===== src/rtl/uart_sync_fifo_pkg.sv =====
// Shared UART FIFO package: default geometry, depth helper and the
// per-cycle control decode record used by the FIFO top.
package uart_sync_fifo_pkg;

    localparam int unsigned UART_DATA_WIDTH    = 8;
    localparam int unsigned UART_ADDR_BITS     = 4;
    localparam int unsigned UART_ADDR_BITS_MIN = 2;
    localparam int unsigned UART_ADDR_BITS_MAX = 10;

    // Number of entries for a given pointer width.
    function automatic int unsigned fifo_depth(input int unsigned addr_bits);
        return 32'd1 << addr_bits;
    endfunction

    // Decoded outcome of the request inputs for the current cycle.
    typedef struct packed {
        logic rd_ok;        // read accepted, storage read port fires
        logic wr_ok;        // write stored
        logic drop_oldest;  // overwrite-on-full: oldest entry discarded
        logic ovf_evt;      // write found the FIFO full
        logic udf_evt;      // read found the FIFO empty
    } fifo_ctl_t;

endpackage : uart_sync_fifo_pkg


===== src/rtl/uart_fifo_ram.sv =====
// Storage array for the UART FIFO: one synchronous write port and one
// registered read port. The array itself is not reset; only the read
// data register is, so the FIFO output starts at zero.
//   clock, reset_n      : clock, async active-low reset (read register only)
//   wr_en/wr_addr/wr_data : write port
//   rd_en/rd_addr       : read request; rd_data updates one clock later
//   rd_data             : registered read data, holds when rd_en is low
module uart_fifo_ram
    import uart_sync_fifo_pkg::*;
#(
    parameter int unsigned DATA_WIDTH = UART_DATA_WIDTH,
    parameter int unsigned ADDR_BITS  = UART_ADDR_BITS
) (
    input  logic                  clock,
    input  logic                  reset_n,
    input  logic                  wr_en,
    input  logic [ADDR_BITS-1:0]  wr_addr,
    input  logic [DATA_WIDTH-1:0] wr_data,
    input  logic                  rd_en,
    input  logic [ADDR_BITS-1:0]  rd_addr,
    output logic [DATA_WIDTH-1:0] rd_data
);

    localparam int unsigned DEPTH = fifo_depth(ADDR_BITS);

    logic [DATA_WIDTH-1:0] mem [DEPTH];

    // Write port; storage deliberately has no reset.
    always_ff @(posedge clock) begin
        if (wr_en) begin
            mem[wr_addr] <= wr_data;
        end
    end

    // Registered read port; same-address write in the same cycle returns old data.
    always_ff @(posedge clock or negedge reset_n) begin
        if (!reset_n) begin
            rd_data <= '0;
        end else if (rd_en) begin
            rd_data <= mem[rd_addr];
        end
    end

endmodule : uart_fifo_ram


===== src/rtl/uart_sync_fifo.sv =====
// Parametrised synchronous FIFO between the UART engines and host logic.
// Selectable full policy (drop new / overwrite oldest), programmable
// almost-full/almost-empty thresholds, occupancy count, registered
// read-valid strobe, sticky overflow/underflow and synchronous flush.
//   clock, reset_n          : clock, async active-low reset
//   write_flag, data_in     : write request and data
//   read_flag               : read request; data_out/data_valid one clock later
//   flush                   : empty the FIFO (same-cycle read/write ignored)
//   clear_errors            : clear sticky flags (a same-cycle error wins)
//   data_out, data_valid    : registered read data and one-cycle strobe
//   empty_flag, full_flag, almost_empty, almost_full : occupancy flags
//   level                   : occupancy 0..2^ADDR_BITS
//   overflow, underflow     : sticky error flags
module uart_sync_fifo
    import uart_sync_fifo_pkg::*;
#(
    parameter int unsigned DATA_WIDTH = UART_DATA_WIDTH,
    parameter int unsigned ADDR_BITS  = UART_ADDR_BITS,
    parameter bit          OVERWRITE  = 1'b0,
    parameter int unsigned AF_LEVEL   = fifo_depth(ADDR_BITS) - 2,
    parameter int unsigned AE_LEVEL   = 2
) (
    input  logic                  clock,
    input  logic                  reset_n,
    input  logic                  write_flag,
    input  logic [DATA_WIDTH-1:0] data_in,
    input  logic                  read_flag,
    input  logic                  flush,
    input  logic                  clear_errors,
    output logic [DATA_WIDTH-1:0] data_out,
    output logic                  data_valid,
    output logic                  empty_flag,
    output logic                  full_flag,
    output logic                  almost_empty,
    output logic                  almost_full,
    output logic [ADDR_BITS:0]    level,
    output logic                  overflow,
    output logic                  underflow
);

    localparam int unsigned DEPTH = fifo_depth(ADDR_BITS);
    localparam int unsigned LW    = ADDR_BITS + 1;

    localparam logic [LW-1:0] DEPTH_L = LW'(DEPTH);
    localparam logic [LW-1:0] AF_L    = LW'(AF_LEVEL);
    localparam logic [LW-1:0] AE_L    = LW'(AE_LEVEL);

    logic [ADDR_BITS-1:0] wr_ptr;
    logic [ADDR_BITS-1:0] rd_ptr;
    logic [LW-1:0]        level_next;
    logic                 is_full;
    logic                 is_empty;
    fifo_ctl_t            ctl;

    assign is_full  = (level == DEPTH_L);
    assign is_empty = (level == '0);

    // Decode requests against current occupancy; flush suppresses everything.
    always_comb begin
        ctl = '0;
        if (!flush) begin
            ctl.rd_ok   = read_flag && !is_empty;
            ctl.udf_evt = read_flag && is_empty;
            if (write_flag) begin
                // A simultaneous read frees the slot, so full+read+write is not an overflow.
                if (!is_full || ctl.rd_ok) begin
                    ctl.wr_ok = 1'b1;
                end else begin
                    ctl.ovf_evt = 1'b1;
                    if (OVERWRITE) begin
                        ctl.wr_ok       = 1'b1;
                        ctl.drop_oldest = 1'b1;
                    end
                end
            end
        end
    end

    // Occupancy for the next cycle; overwrite-on-full keeps level constant.
    always_comb begin
        level_next = level;
        if (flush) begin
            level_next = '0;
        end else if (ctl.wr_ok && !ctl.rd_ok && !ctl.drop_oldest) begin
            level_next = level + LW'(1);
        end else if (ctl.rd_ok && !ctl.wr_ok) begin
            level_next = level - LW'(1);
        end
    end

    // Pointers wrap naturally modulo depth.
    always_ff @(posedge clock or negedge reset_n) begin
        if (!reset_n) begin
            wr_ptr <= '0;
            rd_ptr <= '0;
        end else if (flush) begin
            wr_ptr <= '0;
            rd_ptr <= '0;
        end else begin
            if (ctl.wr_ok) begin
                wr_ptr <= wr_ptr + ADDR_BITS'(1);
            end
            if (ctl.rd_ok || ctl.drop_oldest) begin
                rd_ptr <= rd_ptr + ADDR_BITS'(1);
            end
        end
    end

    // Level and flags; flags are registered from the next level so they track level exactly.
    always_ff @(posedge clock or negedge reset_n) begin
        if (!reset_n) begin
            level        <= '0;
            empty_flag   <= 1'b1;
            full_flag    <= 1'b0;
            almost_empty <= 1'b1;
            almost_full  <= (AF_L == '0);
        end else begin
            level        <= level_next;
            empty_flag   <= (level_next == '0);
            full_flag    <= (level_next == DEPTH_L);
            almost_empty <= (level_next <= AE_L);
            almost_full  <= (level_next >= AF_L);
        end
    end

    // Read strobe and sticky errors; an error event beats a coincident clear.
    always_ff @(posedge clock or negedge reset_n) begin
        if (!reset_n) begin
            data_valid <= 1'b0;
            overflow   <= 1'b0;
            underflow  <= 1'b0;
        end else begin
            data_valid <= ctl.rd_ok;
            overflow   <= (overflow  && !clear_errors) || ctl.ovf_evt;
            underflow  <= (underflow && !clear_errors) || ctl.udf_evt;
        end
    end

    uart_fifo_ram #(
        .DATA_WIDTH (DATA_WIDTH),
        .ADDR_BITS  (ADDR_BITS)
    ) u_ram (
        .clock   (clock),
        .reset_n (reset_n),
        .wr_en   (ctl.wr_ok),
        .wr_addr (wr_ptr),
        .wr_data (data_in),
        .rd_en   (ctl.rd_ok),
        .rd_addr (rd_ptr),
        .rd_data (data_out)
    );

endmodule : uart_sync_fifo


===== config.mk =====
export PLATFORM = sky130hd
export DESIGN_NAME = uart_sync_fifo
export DESIGN_NICKNAME = d
export VERILOG_FILES = /design/src/rtl/uart_sync_fifo_pkg.sv /design/src/rtl/uart_fifo_ram.sv /design/src/rtl/uart_sync_fifo.sv
export SDC_FILE = /design/constraint.sdc
export NUM_CORES = 1
export LEC_CHECK = 0
export CAP_MARGIN = 25
export CORE_UTILIZATION = 56
export CTS_BUF_LIST = sky130_fd_sc_hd__clkbuf_8
export CTS_CLUSTER_SIZE = 30
export DETAILED_ROUTE_END_ITERATION = 7
export MAX_ROUTING_LAYER = met4
export PLACE_DENSITY = 0.9
export SETUP_SLACK_MARGIN = 0.02
export SLEW_MARGIN = 5
export SYNTH_ARGS = -nofsm -noshare
export SYNTH_HDL_FRONTEND = slang
export SYNTH_SLANG_ARGS = --single-unit

===== constraint.sdc =====
create_clock -name clock -period 2.35 [get_ports clock]
set_input_delay 0.47 -clock clock [delete_from_list [all_inputs] [get_ports clock]]
set_output_delay 0.47 -clock clock [all_outputs]
set_load 0.05 [all_outputs]

==> metrics.md <==
| Metric | Value |
|---|---|
| Initial antenna violation count | 0 |
| WP buf/inv | 2 |
| Setup TNS | 0 ns |
| Flops & latches, synth | 156 |
| Max Clk Rate | 446 MHz |
| Via density per instance | 6.20 |
| Max VDD drop | 0.743 mV |
| CP cell instances | buf_4, clkdlybuf4s50_1 |
| Worst min path class | input port to asynchronous set/reset pin |
| CTS tree | yes |
| Root buffer cell | clkbuf_8 |
| Routability cong. | 0.890 |
| Arrival time worst endpoint | 1.77 ns |
| Ports | 34 |
| CP delay by family, top | buffers and inverters |
| Avg Inst Size Synth | 18.2 um^2 |
| Synth Instances | 357 |
| Critical Path RT | 1.88 ns |
| Relative slew slack | 58.4% |
| Tot GR Track Use | 25.3% |
| Clock slew at reported path FFs | 0.09 ns |
| CTS Buffer Depth | 2 |
| Vias in the first global route | 3588 |
| Cell variety after synth | 48 |
| Count of final hold-check violations | 0 |
| Clock sink count | 156 |
| P&R area growth vs syn | 19.4% |
| Finish-stage setup viols | 0 |
| Core Region | 11100 um^2 |
| Post-layout min period | 2.24 ns |
| Antenna-violating nets left | 0 |
| Worst-skew pair later-pin latency | 0.45 ns |
| Post-synth net total | 378 |
| Cell Rows | 38 |
| Critical path class | flop to output pin |
| Max-Cap Viols | 0 |
| DIE AREA | 12000 um^2 |
| Drt pass-1 iters | 5 |
| Port-buffer cells | 33 |
| Die H | 110 um |
| Drt initial violations | 396 |
| Largest cells by area after synthesis | edfxtp_1 (59%), mux4_2 (14%), dfrtp_1 (10%) |
| Gr ovfl total | 0 |
| Nets | 451 |
| Critical R2R Launch | level[1]$_DFF_PN0_ |
| Most common flop cell mapped by yosys | edfxtp_1 |
| Post-synth top area cell | edfxtp_1 |
| Share of the synthesized area in the top cell type | 59.2% |
| Post-synth ARST share | 17.9% |
| Net Sw Power | 2.32 mW |
| Layout cells sized above 1 | 32.3% |
| Post-DP HPWL | 8980 um |
| FF-to-FF End | empty_flag$_DFF_PN1_ |
| Vias | 3616 |
| Mapped Area | 6500 um^2 |
| First-pass GRT wire length | 20500 um |
| Commonest cells post-synth | edfxtp_1 (128), mux4_2 (40), dfrtp_1 (26) |
| Sw frac | 30.7% |
| Period utilisation layout | 95.4% |
| RSZ-0062 raised after global routing | no |
| Largest net degree at the start of global routing | 36 |
| Yosys synthesis warning count | 0 |
| R2r setup slk | 0.14 ns |
| Worst r2r path cells | 7 |
| Outcome | completed |
| Die width | 110 um |
| Clk pwr share | 26.9% |
| TritonCTS Buffers | 17 |
| DRC | 0 |
| Pint | 5.23 mW |
| Post-Route WL | 13300 um |
| EDFF count, synth | 128 |
| CP peak stage delay | 0.81 ns |
| Register area share after synthesis | 70.0% |
| Logic pwr share | 30.1% |
| Final instance area | 7760 um^2 |
| Worst Skew | 0.0133 ns |
| PD cells | 973 nW/um^2 |
| Routed WL per cell | 22.7 um |
| Worst Tran Pin Value | 0.622 ns |
| H-tree Lvls | 4 |
| Max-slew violation count | 0 |
| Hold buffers post-CTS | 0 |
| Most frequent cell after synthesis | edfxtp_1 |
| Initial core utilization | 58.7% |
| # Post-CTS Setup Buffers | 0 |
| Worst-path fanout max | 7 |
| Critical path's slowest cell | clkdlybuf4s50_1 |
| Leak | 2.66 nW |
| Endpoint class of the critical path | output pin |
| Worst Setup Start Kind | flop |
| Seq pwr share | 42.9% |
| ANT cells | 0 |
| DP Area | 7340 um^2 |
-- logic make-up (layout without fill, tap and decap cells) --
kind of cell | after synthesis | count (layout) | synth area share, %
XOR/XNOR | 7 | 7 | 0.944
AO/OA/AOI/OAI | 30 | 30 | 3.51
multiplexers | 51 | 51 | 15.8
buffers and inverters | 33 | 119 | 2.35
adder cells (fa/ha/maj) | 7 | 7 | 1.35
AND/OR/NAND/NOR | 73 | 73 | 6.09
flip-flops | 156 | 156 | 70.0
-- what timing repair did --
action	CTS	global route
setup endpoints to repair	1	4
gates resized for setup	1	2
pin swaps	0	1
cloned	0	0
-- worst register-to-register path, cell delays in order, from the launching register on --
cell	delay, ns
dfrtp_2	0.40
inv_1	0.11
ha_4	0.17
or4b_4	0.50
nor2b_4	0.16
a32oi_2	0.18
mux2_4	0.35
nor4_1	0.24
-- flip-flops by register name, summed over array words and instances (netlist names) --
register       flops
almost_empty       1
almost_full        1
data_valid         1
empty_flag         1
full_flag          1
level              5
overflow           1
rd_ptr             4
u_ram.mem        128
u_ram.rd_data      8
underflow          1
wr_ptr             4
-- worst max path at each step --
stage	from	endpoint	slack [ns]	depth (start not counted)
after detailed placement	write_flag	empty_flag$_DFF_PN1_	-0.08	8
after global placement	write_flag	empty_flag$_DFF_PN1_	0.004	8
after CTS	level[0]$_DFF_PN0_	level[0]	0.04	2
after global routing	level[4]$_DFF_PN0_	level[4]	0.06	2
final	level[4]$_DFF_PN0_	level[4]	0.11	2
after floorplan	level[0]$_DFF_PN0_	almost_full$_DFF_PN0_	-0.22	10
-- stage by stage --
stage	worst slack [ns]	std cells	util (%)	power [mW]	hold WS (ns)
5_1_grt	0.0574	583	70.0	7.84	0.448
2_1_floorplan	-0.218	357	-	4.84	0.174
6_report	0.109	583	70.0	7.55	0.417
3_3_place_gp	0.00353	551	66.3	5.51	0.491
4_1_cts	0.0380	583	70.0	7.57	0.420
3_5_place_dp	-0.0760	551	66.3	5.56	0.496
-- power by group through the flow --
stage / clock [mW] / combinational (mW) / sequential (mW)
2_1_floorplan: 0 / 1.16 / 3.68
6_report: 2.03 / 2.28 / 3.24
3_5_place_dp: 0 / 2.26 / 3.30
3_3_place_gp: 0 / 2.21 / 3.30
4_1_cts: 2.05 / 2.27 / 3.24
5_1_grt: 2.17 / 2.41 / 3.26
-- per-layer routing --
layer / share of wire [%] / up-vias / GRT usage, %
met5: 0 / - / -
met4: 1.4 / 0 / 7.43
met3: 6.6 / 26 / 6.16
met2: 49 / 155 / 37.6
met1: 43 / 1878 / 35.3
li1: - / 1557 / -
-- placed cells by master, fill, tap and decap left out, types with 2 or more instances in the layout --
cell type        Yosys  routed
o22ai_1              3       3
and2_1               9       5
dfrtp_2              0       3
clkinv_4             0       4
nor2_1              19      19
and2_2               0       4
buf_4                0      36
bufinv_16            0       3
edfxtp_1           128     128
inv_1               11      14
buf_12               0       6
clkbuf_8             0      17
xnor2_1              3       3
clkdlybuf4s50_1      0      31
dfrtp_1             26      23
xor2_1               4       4
a21oi_1              7       7
dfstp_2              2       2
ha_1                 7       6
mux4_2              40      40
nand4_1              3       3
nand3_1              8       8
mux2i_1              2       2
nand2b_1             3       3
mux2_2               8       8
a31oi_1              2       2
o21ai_0              4       4
nor4_2               0       4
inv_6                0       3
nand2_1             12      12
nor4_1               7       3
a211oi_1             3       3
nor2b_1              2       2
-- area by class of cell --
cell class                 instances  area [um^2]
multi-input combinational        168         1860
tap                              140          175
fill                             631         3320
sequential                       156         4550
inverter                          12         47.5
clock buffer                      17          234
timing repair buffer              75          722
clock inverter                    15          174
No activity file was read; power rests on OpenSTA's default activity.
==> edit 1 (same flow settings) <==
`UART_DATA_WIDTH`: 8 -> 6.
--- a/src/rtl/uart_sync_fifo_pkg.sv
+++ b/src/rtl/uart_sync_fifo_pkg.sv
@@ -4,3 +4,3 @@
 
-    localparam int unsigned UART_DATA_WIDTH    = 8;
+    localparam int unsigned UART_DATA_WIDTH    = 6;
     localparam int unsigned UART_ADDR_BITS     = 4;
Interface: changed (resized data_in and data_out); port bits go from 34 to 30. The function was not compared with the original's and may differ.
==> edit 1 against the unedited design <==
The flow now finishes with violations (DRC); global-route usage fell by 2.0 points; cell area fell by 19%; count of clock-buffer cells in the layout rose by 2; non-clock buffer count down 9; highest routed layer unchanged; total power fell by 21%; sequential cell count shrank 34; critical path depth fell by 1; critical path type unchanged; largest cell class unchanged; worst setup slack better by 7.1 ps; area after synthesis down 20%; routed wire length shrank 26%; utilization increased by 0.44 points; sequential power decreased by 22%.
==> edit 1: results <==
<?xml version="1.0" encoding="UTF-8"?>
<metrics>
  <group name="global_routing">
    <metric name="grt_max_degree" unit="">28</metric>
    <metric name="grt_first_pass_wirelength" unit="µm">15640</metric>
    <metric name="grt_util_overall" unit="">0.2334</metric>
  </group>
  <group name="place">
    <metric name="dp_hpwl" unit="µm">6681</metric>
    <metric name="count_of_input_and_output_buffers" unit="">29</metric>
    <metric name="gp_congestion" unit="">0.8815</metric>
    <metric name="total_cell_area_at_the_placement_stage" unit="µm²">5856</metric>
  </group>
  <group name="cells_and_area">
    <metric name="final_nets" unit="">377</metric>
    <metric name="fillCellCount" unit="">541</metric>
    <metric name="post_route_cells_drive_above_1_share" unit="">0.2749</metric>
    <metric name="reg.largest.list" unit="">u_ram.mem x96, u_ram.rd_data x6, level x5</metric>
    <metric name="antenna_cells" unit="">0</metric>
    <metric name="final_area" unit="µm²">6267</metric>
  </group>
  <group name="routing">
    <metric name="routed_wirelength" unit="µm">9775</metric>
    <metric name="drc" unit="">2</metric>
    <metric name="vias" unit="">2864</metric>
    <metric name="wl_per_cell" unit="µm">20.41</metric>
    <metric name="dr.pass1.iters" unit="">8</metric>
    <metric name="drt_iter0_drc" unit="">184</metric>
  </group>
  <group name="synthesis">
    <metric name="synth_sequential_area_ratio" unit="">0.6777</metric>
    <metric name="async_reset_ff_frac" unit="">0.2131</metric>
    <metric name="ys_top_cells_by_area" unit="">sky130_fd_sc_hd__edfxtp_1 (55%), sky130_fd_sc_hd__dfrtp_1 (12%), sky130_fd_sc_hd__mux4_1 (8.6%)</metric>
    <metric name="synth.top_cells.by_count" unit="">sky130_fd_sc_hd__edfxtp_1 (96), sky130_fd_sc_hd__nor2_1 (25), sky130_fd_sc_hd__dfrtp_1 (24)</metric>
    <metric name="synth_nets" unit="">307</metric>
    <metric name="yosysUniqueCellTypes" unit="">54</metric>
  </group>
  <group name="power">
    <metric name="static-leakage-power" unit="nW">2.300</metric>
    <metric name="peakVddDrop" unit="µV">697.3</metric>
  </group>
  <group name="worst_setup_path">
    <metric name="r2r-end" unit="">almost_empty</metric>
    <metric name="slowest_delay" unit="ps">860</metric>
  </group>
  <group name="status">
    <metric name="outcome" unit="">finished with violations</metric>
    <metric name="violations" unit="">DRC</metric>
  </group>
  <group name="sta">
    <metric name="transition_time_of_the_tightest_slew_check_pin" unit="ps">620.5</metric>
  </group>
  <group name="clock_tree">
    <metric name="clk-insertion-delay-late" unit="ps">420</metric>
    <metric name="worst_setup_hold_path_clk_slew" unit="ps">70</metric>
  </group>
</metrics>
-- edit 1: cell type report --
class,instances,area share
Timing Repair Buffer,66,0.09483
Clock inverter,13,0.02216
Tap cell,108,0.02156
Inverter,10,0.005989
Multi-Input combinational cell,141,0.2492
Sequential cell,122,0.5646
Clock buffer,19,0.04172
-- edit 1: cell families after synthesis --
logic type | Yosys count | synth area share
XOR/XNOR | 6 | 0.01007
buffers and inverters | 25 | 0.02734
AND/OR/NAND/NOR | 64 | 0.07026
multiplexers | 38 | 0.1595
adder cells (fa/ha/maj) | 7 | 0.01679
AO/OA/AOI/OAI | 26 | 0.03837
flip-flops | 122 | 0.6777
-- edit 1: worst min-delay path by stage --
stage	from	endpoint	slack [ps]
6_report	reset_n	level[4]	410
5_1_grt	reset_n	data_valid	430
4_1_cts	reset_n	level[4]	410
3_5_place_dp	u_ram.rd_data[3]	u_ram.rd_data[3]	500
3_3_place_gp	u_ram.rd_data[3]	u_ram.rd_data[3]	490
2_1_floorplan	reset_n	almost_full	170
-- edit 1: timing repair --
item	CTS	global route
setup endpoints to repair	1	14
gates resized for setup	1	2
setup buffers	0	1
-- edit 1: metal layers --
| layer | wire (µm) | track usage |
|---|---|---|
| met3 | 693 | 0.06099 |
| met5 | 0 | - |
| met2 | 4851 | 0.3548 |
| met4 | 169 | 0.08381 |
| met1 | 4061 | 0.3097 |
-- edit 1: power breakdown --
| part | leakage [nW] | switching [W] | internal [W] |
|---|---|---|---|
| sequential | 1.20 | 0.0000646 | 0.00246 |
| clock | 0.214 | 0.000758 | 0.00108 |
| combinational | 0.886 | 0.000876 | 0.000732 |
| total | 2.30 | 0.00170 | 0.00427 |
==> edit 2 (same flow settings) <==
Made on the original files. The output `empty_flag` loses its register stage (`empty_flag` becomes a continuous assignment).
--- a/src/rtl/uart_sync_fifo.sv
+++ b/src/rtl/uart_sync_fifo.sv
@@ -112,3 +112,2 @@
             level        <= '0;
-            empty_flag   <= 1'b1;
             full_flag    <= 1'b0;
@@ -118,3 +117,2 @@
             level        <= level_next;
-            empty_flag   <= (level_next == '0);
             full_flag    <= (level_next == DEPTH_L);
@@ -124,2 +122,4 @@
     end
+
+    assign empty_flag = (level_next == '0);
 
Behaviour: not the same (Yosys sat finds a counterexample within 4 cycles, from zero or initial values and one cycle with reset_n low).
==> edit 2 against the unedited design <==
The flow now finishes with violations (setup timing); sequential cell count decreased by 1; routed wire length down 0.11%; cell area rose by 2.9%; area after synthesis rose by 0.50%; via count shrank 0.58%; clock power rose by 2%; total power decreased by 12%; worst setup slack got worse by 700 ps; critical path type unchanged; largest power group unchanged.
==> edit 2: results <==
<?xml version="1.0" encoding="UTF-8"?>
<metrics>
  <group name="status">
    <metric name="outcome" unit="">finished with violations</metric>
    <metric name="violations" unit="">setup timing</metric>
  </group>
  <group name="sta">
    <metric name="report.final.setup_viol" unit="">1</metric>
    <metric name="worst_slew_margin_rel" unit="">0.5557</metric>
    <metric name="fin_setup_tns" unit="ps">-592.1</metric>
    <metric name="finClkSkew" unit="ps">10.69</metric>
    <metric name="final_critical_path_setup_slack" unit="ps">-592.1</metric>
  </group>
  <group name="synthesis">
    <metric name="ys_top_cells_by_area" unit="">sky130_fd_sc_hd__edfxtp_1 (59%), sky130_fd_sc_hd__dfrtp_1 (10%), sky130_fd_sc_hd__mux4_1 (8.4%)</metric>
    <metric name="yosys.area_share.adder" unit="">0.01341</metric>
    <metric name="synth.top_cells.by_count" unit="">sky130_fd_sc_hd__edfxtp_1 (128), sky130_fd_sc_hd__dfrtp_1 (26), sky130_fd_sc_hd__mux4_1 (21)</metric>
    <metric name="synthMuxAreaShare" unit="">0.1723</metric>
    <metric name="synth_nets" unit="">363</metric>
    <metric name="async_reset_ff_frac" unit="">0.1742</metric>
    <metric name="yosysUniqueCellTypes" unit="">51</metric>
  </group>
  <group name="global_routing">
    <metric name="global_route.usage.met1" unit="">0.3195</metric>
    <metric name="gr_met3_demand_resource" unit="">0.05115</metric>
    <metric name="number_of_antenna_violations_at_the_first_check_in_global_routing" unit="">1</metric>
    <metric name="grtUsageMet2" unit="">0.3920</metric>
    <metric name="grt_first_pass_wirelength" unit="µm">20020</metric>
    <metric name="grt_util_overall" unit="">0.2451</metric>
  </group>
  <group name="place">
    <metric name="gp_congestion" unit="">0.9222</metric>
    <metric name="total_cell_area_at_the_placement_stage" unit="µm²">7456</metric>
    <metric name="detailedPlace.worstSlack" unit="ps">-296.5</metric>
  </group>
  <group name="worst_setup_path">
    <metric name="worstPathMaxFanout" unit="">5</metric>
    <metric name="critical_path.slowest_cell" unit="">sky130_fd_sc_hd__dfrtp_2</metric>
    <metric name="worst_path_dominant_cell_family" unit="">simple AND/OR/NAND/NOR gates</metric>
    <metric name="slowest_delay" unit="ps">410</metric>
  </group>
  <group name="routing">
    <metric name="vias" unit="">3595</metric>
    <metric name="routed_wirelength" unit="µm">13240</metric>
    <metric name="drt_iter0_drc" unit="">358</metric>
  </group>
  <group name="cells_and_area">
    <metric name="post_route_cells_drive_above_1_share" unit="">0.3356</metric>
  </group>
  <group name="power">
    <metric name="peakVddDrop" unit="µV">623.8</metric>
  </group>
  <group name="clock_tree">
    <metric name="clk-insertion-delay-late" unit="ps">430</metric>
  </group>
</metrics>
## edit 2: through the flow
| step | utilization | instances |
|---|---|---|
| floorplan | - | 342 |
| global placement | 0.6558 | 553 |
| detailed placement | 0.6558 | 553 |
| CTS | 0.6975 | 587 |
| global route | 0.7023 | 588 |
| finish | 0.7023 | 588 |
## edit 2: cell type report
cell class / instances / area [µm²]
timing repair buffer: 88 / 843.3
inverter: 16 / 60.06
tap: 143 / 178.9
clock buffer: 17 / 234.0
fill: 671 / 3385
multi-input combinational: 153 / 1954
antenna: 1 / 2.502
sequential: 155 / 4527
clock inverter: 15 / 185.2
## edit 2: what timing repair did
item	in CTS	in global routing
gates resized for setup	8	13
pin swaps	3	3
setup endpoints to repair	35	75
setup buffers	2	0
hold buffers	0	0
endpoints found under the hold margin	0	0
## edit 2: power groups by stage
stage / Clock, W / Sequential, W / Combinational, W
after floorplan: 0 / 0.00351 / 0.000616
after global placement: 0 / 0.00321 / 0.00134
after detailed placement: 0 / 0.00322 / 0.00139
after CTS: 0.00210 / 0.00317 / 0.00142
after global routing: 0.00220 / 0.00318 / 0.00150
final: 0.00207 / 0.00317 / 0.00143
## edit 2: path summary, 6_finish.rpt
kind	start	endpoint	slack, ps	cells past startpoint
max in group asynchronous	reset_n	almost_empty	1600	2
min in group clock	u_ram.rd_data[7]	u_ram.rd_data[7]	530	1
min reg2reg	u_ram.rd_data[7]	u_ram.rd_data[7]	530	1
max reg2reg	level[0]	u_ram.mem[15][0]	90	11
min	reset_n	wr_ptr[3]	430	2
max	level[1]	empty_flag	-590	8
## edit 2: metal layers
layer | wire length, µm | vias up
met2 | 6925 | 134
met1 | 5422 | 1879
met4 | 156 | 0
met5 | 0 | -
li1 | - | 1565
met3 | 733 | 17
